<file path="src/rtl/vm_change_ctrl.sv">
// Vend/change sequencer: drives the product motor, then pays out change as
// 10tk/5tk coins from tracked inventories, with per-strobe ack timeout.
module vm_change_ctrl #(
  parameter int INV_W       = 4,
  parameter int INV5_INIT   = 8,
  parameter int INV10_INIT  = 4,
  parameter int ACK_TIMEOUT = 15
) (
  input  logic             clock,
  input  logic             reset,
  input  logic             req_valid,
  output logic             req_ready,
  input  logic             req_purchase,
  input  logic [1:0]       req_return,
  output logic             vend,
  input  logic             vend_ack,
  output logic             drop5,
  output logic             drop10,
  input  logic             coin_ack,
  input  logic             refill5,
  input  logic             refill10,
  output logic [INV_W-1:0] inv5,
  output logic [INV_W-1:0] inv10,
  output logic             done,
  output logic             short,
  output logic [1:0]       short_amt,
  output logic             fault
);

  localparam int TMO_W = $clog2(ACK_TIMEOUT + 1);

  typedef enum logic [2:0] {
    S_IDLE, S_VEND, S_CHG, S_DROP, S_FIN, S_FAULT
  } state_t;

  state_t           state, state_nxt;
  logic [1:0]       rem;
  logic             sel10;
  logic [TMO_W-1:0] tmo;
  logic             accept, ack_now, tmo_hit, pay10, pay5;
  logic             used5, used10;

  // Refill and dispense of the same coin in one cycle cancel out.
  function automatic logic [INV_W-1:0] inv_next(input logic [INV_W-1:0] cur,
                                                input logic inc, input logic dec);
    if (inc && !dec)
      return (cur == {INV_W{1'b1}}) ? cur : cur + INV_W'(1);
    else if (dec && !inc)
      return cur - INV_W'(1);
    return cur;
  endfunction

  assign accept  = (state == S_IDLE) && req_valid;
  assign ack_now = ((state == S_VEND) && vend_ack) || ((state == S_DROP) && coin_ack);
  assign tmo_hit = (tmo == TMO_W'(ACK_TIMEOUT - 1));
  assign pay10   = (rem >= 2'd2) && (inv10 != '0);
  assign pay5    = (rem != 2'd0) && (inv5 != '0);
  assign used10  = (state == S_DROP) && coin_ack && sel10;
  assign used5   = (state == S_DROP) && coin_ack && !sel10;

  assign req_ready = (state == S_IDLE);
  assign vend      = (state == S_VEND);
  assign drop10    = (state == S_DROP) && sel10;
  assign drop5     = (state == S_DROP) && !sel10;
  assign done      = (state == S_FIN);
  assign fault     = (state == S_FAULT);

  always_ff @(posedge clock or negedge reset) begin
    if (!reset) state <= S_IDLE;
    else        state <= state_nxt;
  end

  always_comb begin
    state_nxt = state;
    case (state)
      S_IDLE:         if (req_valid) state_nxt = req_purchase ? S_VEND : S_CHG;
      S_VEND, S_DROP: begin
        if (ack_now)      state_nxt = S_CHG;
        else if (tmo_hit) state_nxt = S_FAULT;
      end
      S_CHG:          state_nxt = (pay10 || pay5) ? S_DROP : S_FIN;
      S_FIN:          state_nxt = S_IDLE;
      S_FAULT:        state_nxt = S_FAULT;
      default:        state_nxt = S_IDLE;
    endcase
  end

  // Counter is zero in every other state, so each strobe starts from zero.
  always_ff @(posedge clock or negedge reset) begin
    if (!reset)
      tmo <= '0;
    else if ((state == S_VEND) || (state == S_DROP))
      tmo <= tmo + TMO_W'(1);
    else
      tmo <= '0;
  end

  always_ff @(posedge clock or negedge reset) begin
    if (!reset) begin
      rem       <= '0;
      sel10     <= 1'b0;
      short     <= 1'b0;
      short_amt <= '0;
    end else begin
      if (accept) begin
        rem       <= req_return;
        short     <= 1'b0;
        short_amt <= '0;
      end
      if (state == S_CHG) begin
        sel10 <= pay10;
        if (!pay10 && !pay5 && (rem != 2'd0)) begin
          short     <= 1'b1;
          short_amt <= rem;
        end
      end
      if ((state == S_DROP) && coin_ack)
        rem <= rem - (sel10 ? 2'd2 : 2'd1);
    end
  end

  always_ff @(posedge clock or negedge reset) begin
    if (!reset) begin
      inv5  <= INV_W'(INV5_INIT);
      inv10 <= INV_W'(INV10_INIT);
    end else begin
      inv5  <= inv_next(inv5, refill5, used5);
      inv10 <= inv_next(inv10, refill10, used10);
    end
  end

endmodule

</file>
<file path="config.mk">
export PLATFORM = sky130hd
export DESIGN_NAME = vm_change_ctrl
export DESIGN_NICKNAME = d
export VERILOG_FILES = /design/src/rtl/vm_change_ctrl.sv
export SDC_FILE = /design/constraint.sdc
export NUM_CORES = 1
export LEC_CHECK = 0
export ABC_AREA = 1
export BUFFER_PORTS_ARGS = -buffer_cell sky130_fd_sc_hd__clkbuf_2
export CAP_MARGIN = 15
export CORE_MARGIN = 2
export CORE_UTILIZATION = 54
export DETAILED_ROUTE_END_ITERATION = 10
export GPL_ROUTABILITY_DRIVEN = 0
export HOLD_SLACK_MARGIN = 0.12
export PLACE_DENSITY = 0.79
export SYNTH_ARGS = -nofsm -noshare
export SYNTH_HDL_FRONTEND = slang
export SYNTH_SLANG_ARGS = --single-unit
export TNS_END_PERCENT = 50
</file>
<file path="constraint.sdc">
create_clock -name clock -period 2.45 [get_ports clock]
set_input_delay 0.6125 -clock clock [delete_from_list [all_inputs] [get_ports clock]]
set_output_delay 0.6125 -clock clock [all_outputs]
set_load 0.005 [all_outputs]
</file>
==> results by group, run 1 <==
Clock network
  – CTS buffer count: 3
  – Root Driver: clkbuf_4
  – H-tree Lvls: 1
  – Cts hold-fix bufs: 0
  – TritonCTS clock tree: yes
  – Post-CTS setup repair buffer count: 0
  – Post-CTS resize count: 0
  – CTS sink cnt: 21
  – Worst-path clk slew: around 0.12 ns
  – CTS max path bufs: 2
  – Clk_lat worst skew: 0.32 ns

Die
  – DIE WIDTH: 53.7 um
  – Core Footprint: between 2000 and 2500 um^2
  – Initial Utilization: 58.5%
  – Num ports: 27
  – Die span in y: around 54 um
  – Rows: 17
  – Die area: 2880 um^2

Finish
  – FF+latch area: 528 um^2
  – Ant diodes: 0
  – Filler cells: around 210
  – Area of the multi-input gates: 722 um^2
  – Layout overhead on the synthesized area: 14.4%
  – Fin nets: 215
  – Share of layout cells above drive strength 1: between 20% and 30%

Worst setup path
  – Data required, critical path: roughly 2.7 ns
  – CP startpoint: state[1]
  – Critical Path, Cell by Cell: nand2_2 > nor2_4 > nand3_2 > nand2_1 > ha_1 > nand2_1 > inv_1 > a21oi_1 > inv_1 > nand2_1 > nand3_1 > nand2_1 > nand2_1
  – Setup CP Type: flip-flop to flip-flop
  – Reg2reg setup slack: 0.31 ns
  – Slowest cell delay on critical path: about 0.52 ns
  – CP Max Fanout: 7
  – Crit path arrival time: 2.36 ns
  – Critical path's most frequent cell: nand2_1
  – Startpoint Class: flip-flop
  – Crit. End Element: flip-flop
  – Worst Path Buf+Inv: 2
  – Crit Reg-Reg Startpoint: state[1]
  – CP top delay family: simple AND/OR/NAND/NOR gates
  – Slowest CP cell: dfrtp_1

Yosys
  – Syn nets: 184
  – Largest family of logic cells by synthesized area: simple AND/OR/NAND/NOR gates
  – Mapped cell area: 1330 um^2
  – Adder-Cell Fraction of Synth Area: 9.58%
  – Post-synth ARST share: 100%
  – Yosys warnings: 0
  – Main flop type after synthesis: dfrtp_1
  – Post-synth EDFFs: 0
  – Synth Area in Simple Gates: 35.9%
  – Xor-xnor portion of the synthesized cell area: approximately 5.3%
  – Compound-Gate Fraction of Synth Area: 3.47%
  – #FFs+latches synth: 21
  – Mean Syn Cell Area: slightly above 8 um^2
  – Sequential area share after synthesis: 39.6%
  – Proportion of synthesized area in mux cells: 0%
  – Cells after Synth: approximately 170
  – Synth unique cells: 23

Power and ir drop
  – Static Leak: between 0.8 and 0.9 nW
  – PwrDens: 1220 nW/um^2
  – Maximum vdd drop: 0.000793 V
  – Power Total: 1.87 mW

GRT
  – Initial antenna violation count: 0
  – Vias in the first global route: roughly 1100
  – GRT Total Usage: 23.0%
  – Gr ovfl total: 0
  – Largest net degree at the start of global routing: 22
  – First-pass GRT wire length: 4.75 mm

Flow run
  – MaxCap Viol Count: 0

Route
  – WL/cell: 12.6 um
  – Drt initial violations: 17
  – Initial DRT Pass Iterations: 4
  – Post-route ant nets: 0
  – Post-route DRC: 0
  – Via count of the routed design: 1182
  – Vias/cell: 5.30
  – Final wirelength: 2.81 mm

STA
  – Slew headroom: between 60% and 70%
  – F_max: about 470 MHz
  – Crit share post-route: 87.4%
  – Worst slew pin tran: 0.534 ns
  – Setup TNS: 0 ns
  – RSZ-0062 raised after global routing: no
  – Fin crit period: 2.14 ns
  – Layout Skew: 0.0115 ns
  – Final setup violation count: 0
  – Max-slew violation count: 0
  – Hold Vio Cnt, Final: 0

Status
  – Status: completed

Placement
  – Port Buffers: 26
  – Post-DP HPWL: 2.24 mm

Min path
  – HP Class: primary input to asynchronous set/reset pin
## cells in the final DEF, fill, tap and decap left out, types with 2 or more instances in the layout
| cell | Yosys | final |
|---|---|---|
| nand2_1 | 39 | 39 |
| clkbuf_2 | 0 | 26 |
| inv_1 | 22 | 22 |
| nand3_1 | 19 | 19 |
| dfrtp_1 | 19 | 19 |
| nor2_1 | 17 | 17 |
| nand4_1 | 8 | 8 |
| ha_1 | 7 | 7 |
| xnor2_1 | 5 | 5 |
| nand2_2 | 4 | 4 |
| nand3_2 | 4 | 4 |
| a21oi_1 | 4 | 4 |
| xor2_1 | 3 | 3 |
| clkbuf_4 | 0 | 3 |
| nor2_4 | 2 | 2 |
| fa_1 | 2 | 2 |
| dfstp_2 | 2 | 2 |
## synthesized netlist by cell type (all sizes together), types with 2 or more instances
| master | n | area share, % |
|---|---|---|
| o21ai | 2 | 0.75 |
| inv | 22 | 6.2 |
| nor2 | 19 | 6.5 |
| xor2 | 3 | 2.0 |
| nand3 | 23 | 10 |
| fa | 2 | 3.0 |
| ha | 7 | 6.6 |
| nand2 | 43 | 13 |
| nand4 | 8 | 3.8 |
| nor3 | 2 | 1.6 |
| a21oi | 4 | 1.5 |
| dfstp | 2 | 3.9 |
| dfrtp | 19 | 36 |
| xnor2 | 5 | 3.3 |
## through the flow
stage / hold WS (ns) / utilization, % / setup slack, ns / cells / area [um^2]
2_1_floorplan: 0.317 / - / 0.597 / 165 / 1330
3_3_place_gp: 0.481 / 65.8 / 0.464 / 219 / 1500
3_5_place_dp: 0.478 / 65.8 / 0.358 / 219 / 1500
4_1_cts: 0.276 / 67.0 / 0.333 / 223 / 1520
5_1_grt: 0.284 / 67.0 / 0.0747 / 223 / 1520
6_report: 0.246 / 67.0 / 0.309 / 223 / 1520
## worst reg2reg max path: stages (launching register included)
cell	delay (ns)
dfrtp_1	0.52
nand2_2	0.11
nor2_4	0.20
nand3_2	0.13
nand2_1	0.17
ha_1	0.30
nand2_1	0.09
inv_1	0.04
a21oi_1	0.16
inv_1	0.06
nand2_1	0.08
nand3_1	0.08
nand2_1	0.06
nand2_1	0.05
## logic make-up after synthesis
| group | Yosys count |
|---|---|
| buf+inv | 22 |
| compound gates | 8 |
| fa+ha+maj | 9 |
| flops | 21 |
| xor+xnor | 8 |
| simple gates | 97 |
## layout make-up
type,count,area share (%)
Inverter,22,5.42
Multi-Input combinational cell,122,47.4
Sequential cell,21,34.6
Timing Repair Buffer,26,8.54
Clock buffer,4,1.72
Tap cell,28,2.30
## metal layers
layer  global-route usage, %  wire length, um  vias up
met1                    25.9             1140      543
li1                        -                -      600
met2                    41.1             1490       32
met3                    4.17              128        7
met5                       0                0        -
met4                    12.0               57        0
## worst paths after layout
check | depth (start not counted) | to
max in group asynchronous | 1 | inv5[3]
max | 13 | inv10[3]
min | 1 | inv10[0]
min in group clock | 1 | tmo[0]
min reg2reg | 1 | tmo[0]
max reg2reg | 13 | inv10[3]
## registers in the layout (all words and copies together) (netlist names)
register / flops
inv10: 4
inv5: 4
tmo: 4
state: 3
rem: 2
short_amt: 2
sel10: 1
short: 1
## power by group
group | switching, mW | total, mW | internal (mW)
registers | 0.222 | 0.731 | 0.509
clock network | 0.110 | 0.173 | 0.0637
logic | 0.540 | 0.962 | 0.422
No activity file was read; power rests on OpenSTA's default activity.
==> run 2, diff against run 1 <==
- CTS_BUF_LIST: not set -> sky130_fd_sc_hd__clkbuf_4 sky130_fd_sc_hd__clkbuf_8 sky130_fd_sc_hd__clkbuf_16
==> run 2 against run 1 <==
Effect of this change:
- hold slack gained 0.0033 ns
- sequential power barely moved
- clock skew grew 0.0015 ns
- critical endpoint unchanged
- largest power group unchanged
==> results by group, run 2 (synthesis gave the netlist of run 1 again) <==
Status
  – Status: completed

Placement
  – Port Buffers: 26
  – Post-DP HPWL: 2.24 mm

GRT
  – Gr ovfl total: 0
  – First-pass GRT wire length: between 4 and 5 mm
  – Largest net degree at the start of global routing: 22
  – Vias in the first global route: 1131
  – Initial antenna violation count: 0
  – GRT Total Usage: 22.9%

Finish
  – Filler cells: a little over 200
  – Highest-count cells in the layout ignoring fill and taps: nand2_1, clkbuf_2, inv_1
  – Largest registers: inv10: 4 flops, inv5: 4 flops, tmo: 4 flops
  – Fin nets: 215
  – Ant diodes: 0
  – Commonest non-fill, non-tap cell in the layout: nand2_1
  – Layout overhead on the synthesized area: 14.6%
  – Share of layout cells above drive strength 1: 22.6%

Clock network
  – Post-CTS resize count: 0
  – Cts hold-fix bufs: 0
  – CTS buffer count: 3
  – TritonCTS clock tree: yes
  – Worst-path clk slew: between 0.1 and 0.15 ns
  – Clk_lat worst skew: 0.31 ns
  – Post-CTS setup repair buffer count: 0
  – CTS sink cnt: 21
  – Root Driver: clkbuf_4
  – CTS max path bufs: 2
  – H-tree Lvls: 1

Worst setup path
  – Crit path arrival time: 2.36 ns
  – Data required, critical path: 2.67 ns
  – CP Max Fanout: 7
  – Critical Path, Cell by Cell: nand2_2 > nor2_4 > nand3_2 > nand2_1 > ha_1 > nand2_1 > inv_1 > a21oi_1 > inv_1 > nand2_1 > nand3_1 > nand2_1 > nand2_1
  – Setup CP Type: flip-flop to flip-flop
  – Slowest CP cell: dfrtp_1
  – Slowest cell delay on critical path: ~0.52 ns
  – Startpoint Class: flip-flop
  – Critical path's most frequent cell: nand2_1
  – Crit. End Element: flip-flop

Die
  – Die span in y: 53.7 um
  – Initial Utilization: 58.5%
  – Die area: 2880 um^2
  – Core Footprint: 2280 um^2
  – DIE WIDTH: 53.7 um
  – Num ports: 27
  – Rows: 17

STA
  – Crit share post-route: between 80% and 90%
  – Setup TNS: 0 ns
  – F_max: 467 MHz
  – Worst slew pin tran: 0.534 ns
  – Max-slew violation count: 0
  – Slew headroom: 64.4%
  – Hold Vio Cnt, Final: 0
  – Final setup violation count: 0
  – Layout Skew: 0.0130 ns
  – RSZ-0062 raised after global routing: no
  – Fin crit period: 2.14 ns

Route
  – Final wirelength: 2.82 mm
  – Drt initial violations: 17
  – Via count of the routed design: 1186
  – Post-route DRC: 0
  – Initial DRT Pass Iterations: 4
  – WL/cell: ~13 um
  – Vias/cell: 5.32
  – Post-route ant nets: 0

Power and ir drop
  – Static Leak: 0.828 nW
  – Power Total: 1.88 mW
  – Clock Power Share: 9.8%
  – Sw frac: 46.4%
  – Maximum vdd drop: between 0.0007 and 0.0008 V
  – Proportion of power drawn by combinational gates: around half
  – Pint: ~1.0 mW
  – Net Sw Power: 872 uW
  – Sequential share of power: about two fifths
  – PwrDens: 1230 nW/um^2

Min path
  – HP Class: primary input to asynchronous set/reset pin

Flow run
  – MaxCap Viol Count: 0
## run 2: changes by cell type in the layout (fill, tap and decap cells not counted)
cell	delta
clkbuf_1	-1
clkbuf_4	+1
## run 2: worst paths after layout
check	endpoint	startpoint	cells after the start	slack, ns
max	inv10[3]	state[1]	13	0.31
min	inv10[0]	reset	1	0.25
max reg2reg	inv10[3]	state[1]	13	0.31
min reg2reg	tmo[0]	tmo[0]	1	0.49
max in group asynchronous	inv5[3]	reset	1	1.82
min in group clock	tmo[0]	tmo[0]	1	0.49
## run 2: metrics by stage
step	area (um^2)	worst slack (ns)	utilization (%)	hold slack, ns	std cells
after global placement	1500	0.464	65.8	0.481	219
final	1530	0.309	67.1	0.249	223
after detailed placement	1500	0.358	65.8	0.478	219
after global routing	1530	0.0747	67.1	0.288	223
after CTS	1530	0.333	67.1	0.280	223
after floorplan	1330	0.597	-	0.317	165
## run 2: layout make-up
type	count	area [um^2]	area share, %
sequential	21	528	34.6
tap	28	35.0	2.29
timing repair buffer	26	130	8.52
clock buffer	4	30.0	1.97
inverter	22	82.6	5.41
multi-input combinational	122	722	47.3
## run 2: critical path, delay by kind of cell (launching register included)
| family | cells | cell delay, ns |
|---|---|---|
| and+or+nand+nor | 9 | 0.97 |
| DFF | 1 | 0.52 |
| adders and majority gates | 1 | 0.29 |
| AOI/OAI and AO/OA | 1 | 0.16 |
| buffers and inverters | 2 | 0.10 |
## run 2: routing by layer
metal / vias up / track usage [%] / share of wire, %
met1: 550 / 25.9 / 41
li1: 599 / - / -
met4: 0 / 10.7 / 1.9
met5: - / 0 / 0
met3: 7 / 4.17 / 4.3
met2: 30 / 41.1 / 53
## run 2: power by group through the flow
| stage | Combinational [mW] | Clock [mW] | Sequential [mW] |
|---|---|---|---|
| finish | 0.963 | 0.183 | 0.731 |
| global route | 1.11 | 0.202 | 0.762 |
| CTS | 0.973 | 0.187 | 0.729 |
| detailed placement | 0.967 | 0 | 0.736 |
| global placement | 0.912 | 0 | 0.725 |
| floorplan | 0.682 | 0 | 0.701 |
==> run 3, diff against run 2 <==
- CELL_PAD_IN_SITES_DETAIL_PLACEMENT: not set -> 1
- CELL_PAD_IN_SITES_GLOBAL_PLACEMENT: not set -> 2
- CORE_UTILIZATION: 54 -> 31
- PLACE_DENSITY: 0.79 -> 0.78
==> run 3 against run 2 <==
Effect of this change:
- via count rose by 1.0%
- highest routed layer unchanged
- fmax fell by 0.15%
- power increased by 4.0%
- first-iteration DRC count increased by 110%
==> results by group, run 3 (synthesis gave the netlist of run 1 again) <==
Worst setup path
  – Startpoint Class: flip-flop
  – Data required, critical path: 2.61 ns
  – CP Max Fanout: 7
  – Crit. End Element: flip-flop
  – Crit Reg-Reg Startpoint: state[1]
  – Crit path arrival time: 2.31 ns
  – CP startpoint: state[1]
  – Setup CP Type: flip-flop to flip-flop

Route
  – Via count of the routed design: roughly 1200
  – Initial DRT Pass Iterations: 4
  – WL/cell: ~14 um
  – Post-route DRC: 0
  – Drt initial violations: 35
  – Vias/cell: 4.89
  – Final wirelength: 3.35 mm
  – Post-route ant nets: 0

STA
  – Slew headroom: 63.6%
  – F_max: 466 MHz
  – Hold Vio Cnt, Final: 0
  – Fin worst setup slack: ~0.31 ns
  – RSZ-0062 raised after global routing: no
  – Crit share post-route: 87.5%
  – Worst slew pin tran: 0.546 ns
  – Max-slew violation count: 0
  – Fin crit period: 2.14 ns
  – Layout Skew: 0.00569 ns
  – Final setup violation count: 0
  – Setup TNS: 0 ns

Power and ir drop
  – Maximum vdd drop: 0.000515 V
  – Sw frac: approximately 46%
  – Sequential share of power: 37.7%
  – Net Sw Power: 905 uW
  – Pint: 1.05 mW
  – Proportion of power drawn by combinational gates: 50.2%
  – Clock Power Share: between 10% and 20%
  – PwrDens: around 1200 nW/um^2
  – Static Leak: 0.835 nW

Finish
  – Fin nets: 215
  – Commonest non-fill, non-tap cell in the layout: nand2_1
  – Share of layout cells above drive strength 1: 22.6%
  – Layout overhead on the synthesized area: 17.9%
  – Highest-count cells in the layout ignoring fill and taps: nand2_1, clkbuf_2, inv_1
  – Ant diodes: 0
  – Final non-filler cell total: 245
  – Largest registers: inv10: 4 flops, inv5: 4 flops, tmo: 4 flops

Die
  – Rows: 23
  – Initial Utilization: 32.8%
  – Die span in y: a little under 70 um
  – Num ports: 27
  – Core Footprint: 4060 um^2
  – Die area: 4840 um^2
  – DIE WIDTH: 69.6 um

GRT
  – Gr ovfl total: 0
  – Vias in the first global route: around 1300
  – Initial antenna violation count: 0
  – Largest net degree at the start of global routing: 22
  – First-pass GRT wire length: 6.09 mm
  – GRT Total Usage: 15.7%

Placement
  – Placed insts: 241
  – Post-DP HPWL: 2.73 mm
  – Place WS: about 0.3 ns
  – Port Buffers: 26

Clock network
  – Post-CTS resize count: 0
  – CTS buffer count: 3
  – Root Driver: clkbuf_8
  – Cts hold-fix bufs: 0
  – Post-CTS setup repair buffer count: 0
  – TritonCTS clock tree: yes
  – Worst-path clk slew: 0.08 ns
  – CTS sink cnt: 21
  – CTS max path bufs: 2
  – Clk_lat worst skew: around 0.26 ns
  – H-tree Lvls: 1

Status
  – Status: completed

Flow run
  – MaxCap Viol Count: 0

Min path
  – HP Class: primary input to asynchronous set/reset pin
## run 3: cell count changes in the layout (fill, tap and decap cells not counted), sizes merged
cell    previous run  this run
clkbuf            30        29
clkinv             0         1
## run 3: final cells by class
class	count	area, um^2
timing repair buffer	26	130
multi-input combinational	122	722
inverter	22	82.6
tap	50	62.6
clock buffer	3	41.3
clock inverter	1	5.00
fill	510	2490
sequential	21	528
## run 3: per-stage QoR
step	hold WS (ns)	area, um^2	utilization (%)	total power [mW]
finish	0.315	1570	38.7	1.95
global route	0.356	1570	38.7	2.18
CTS	0.343	1570	38.7	1.99
detailed placement	0.490	1530	37.6	1.75
global placement	0.466	1530	37.6	1.68
floorplan	0.317	1330	-	1.38
## run 3: worst paths after layout
kind	slack, ns	endpoint	cells past startpoint
worst min-delay path	0.31	tmo[0]	1
worst max-delay path	0.31	inv10[3]	13
worst max register to register	0.31	inv10[3]	13
max in group asynchronous	1.76	inv5[3]	1
worst min register to register	0.49	tmo[0]	1
min in group clock	0.49	tmo[0]	1
## run 3: critical path: stages, from the launching register on
cell     delay [ns]
dfrtp_1        0.50
nand2_2        0.11
nor2_4         0.18
nand3_2        0.13
nand2_1        0.17
ha_1           0.30
nand2_1        0.09
nand2_1        0.05
a21oi_1        0.17
inv_1          0.06
nand2_1        0.10
nand3_1        0.09
nand2_1        0.07
nand2_1        0.04
## run 3: layer usage
layer	GRT usage [%]	up-vias	share of wire, %
met2	28.2	18	54
met3	2.47	2	2.8
li1	-	593	-
met1	19.4	585	43
met4	3.92	0	0.51
met5	0	-	0
## run 3: power by group through the flow
stage          Sequential, mW  Clock, mW  Combinational, mW
6_report                0.737      0.235              0.980
5_1_grt                 0.783      0.261               1.14
4_1_cts                 0.742      0.244               1.01
3_5_place_dp            0.746          0               1.00
3_3_place_gp            0.733          0              0.948
2_1_floorplan           0.701          0              0.682
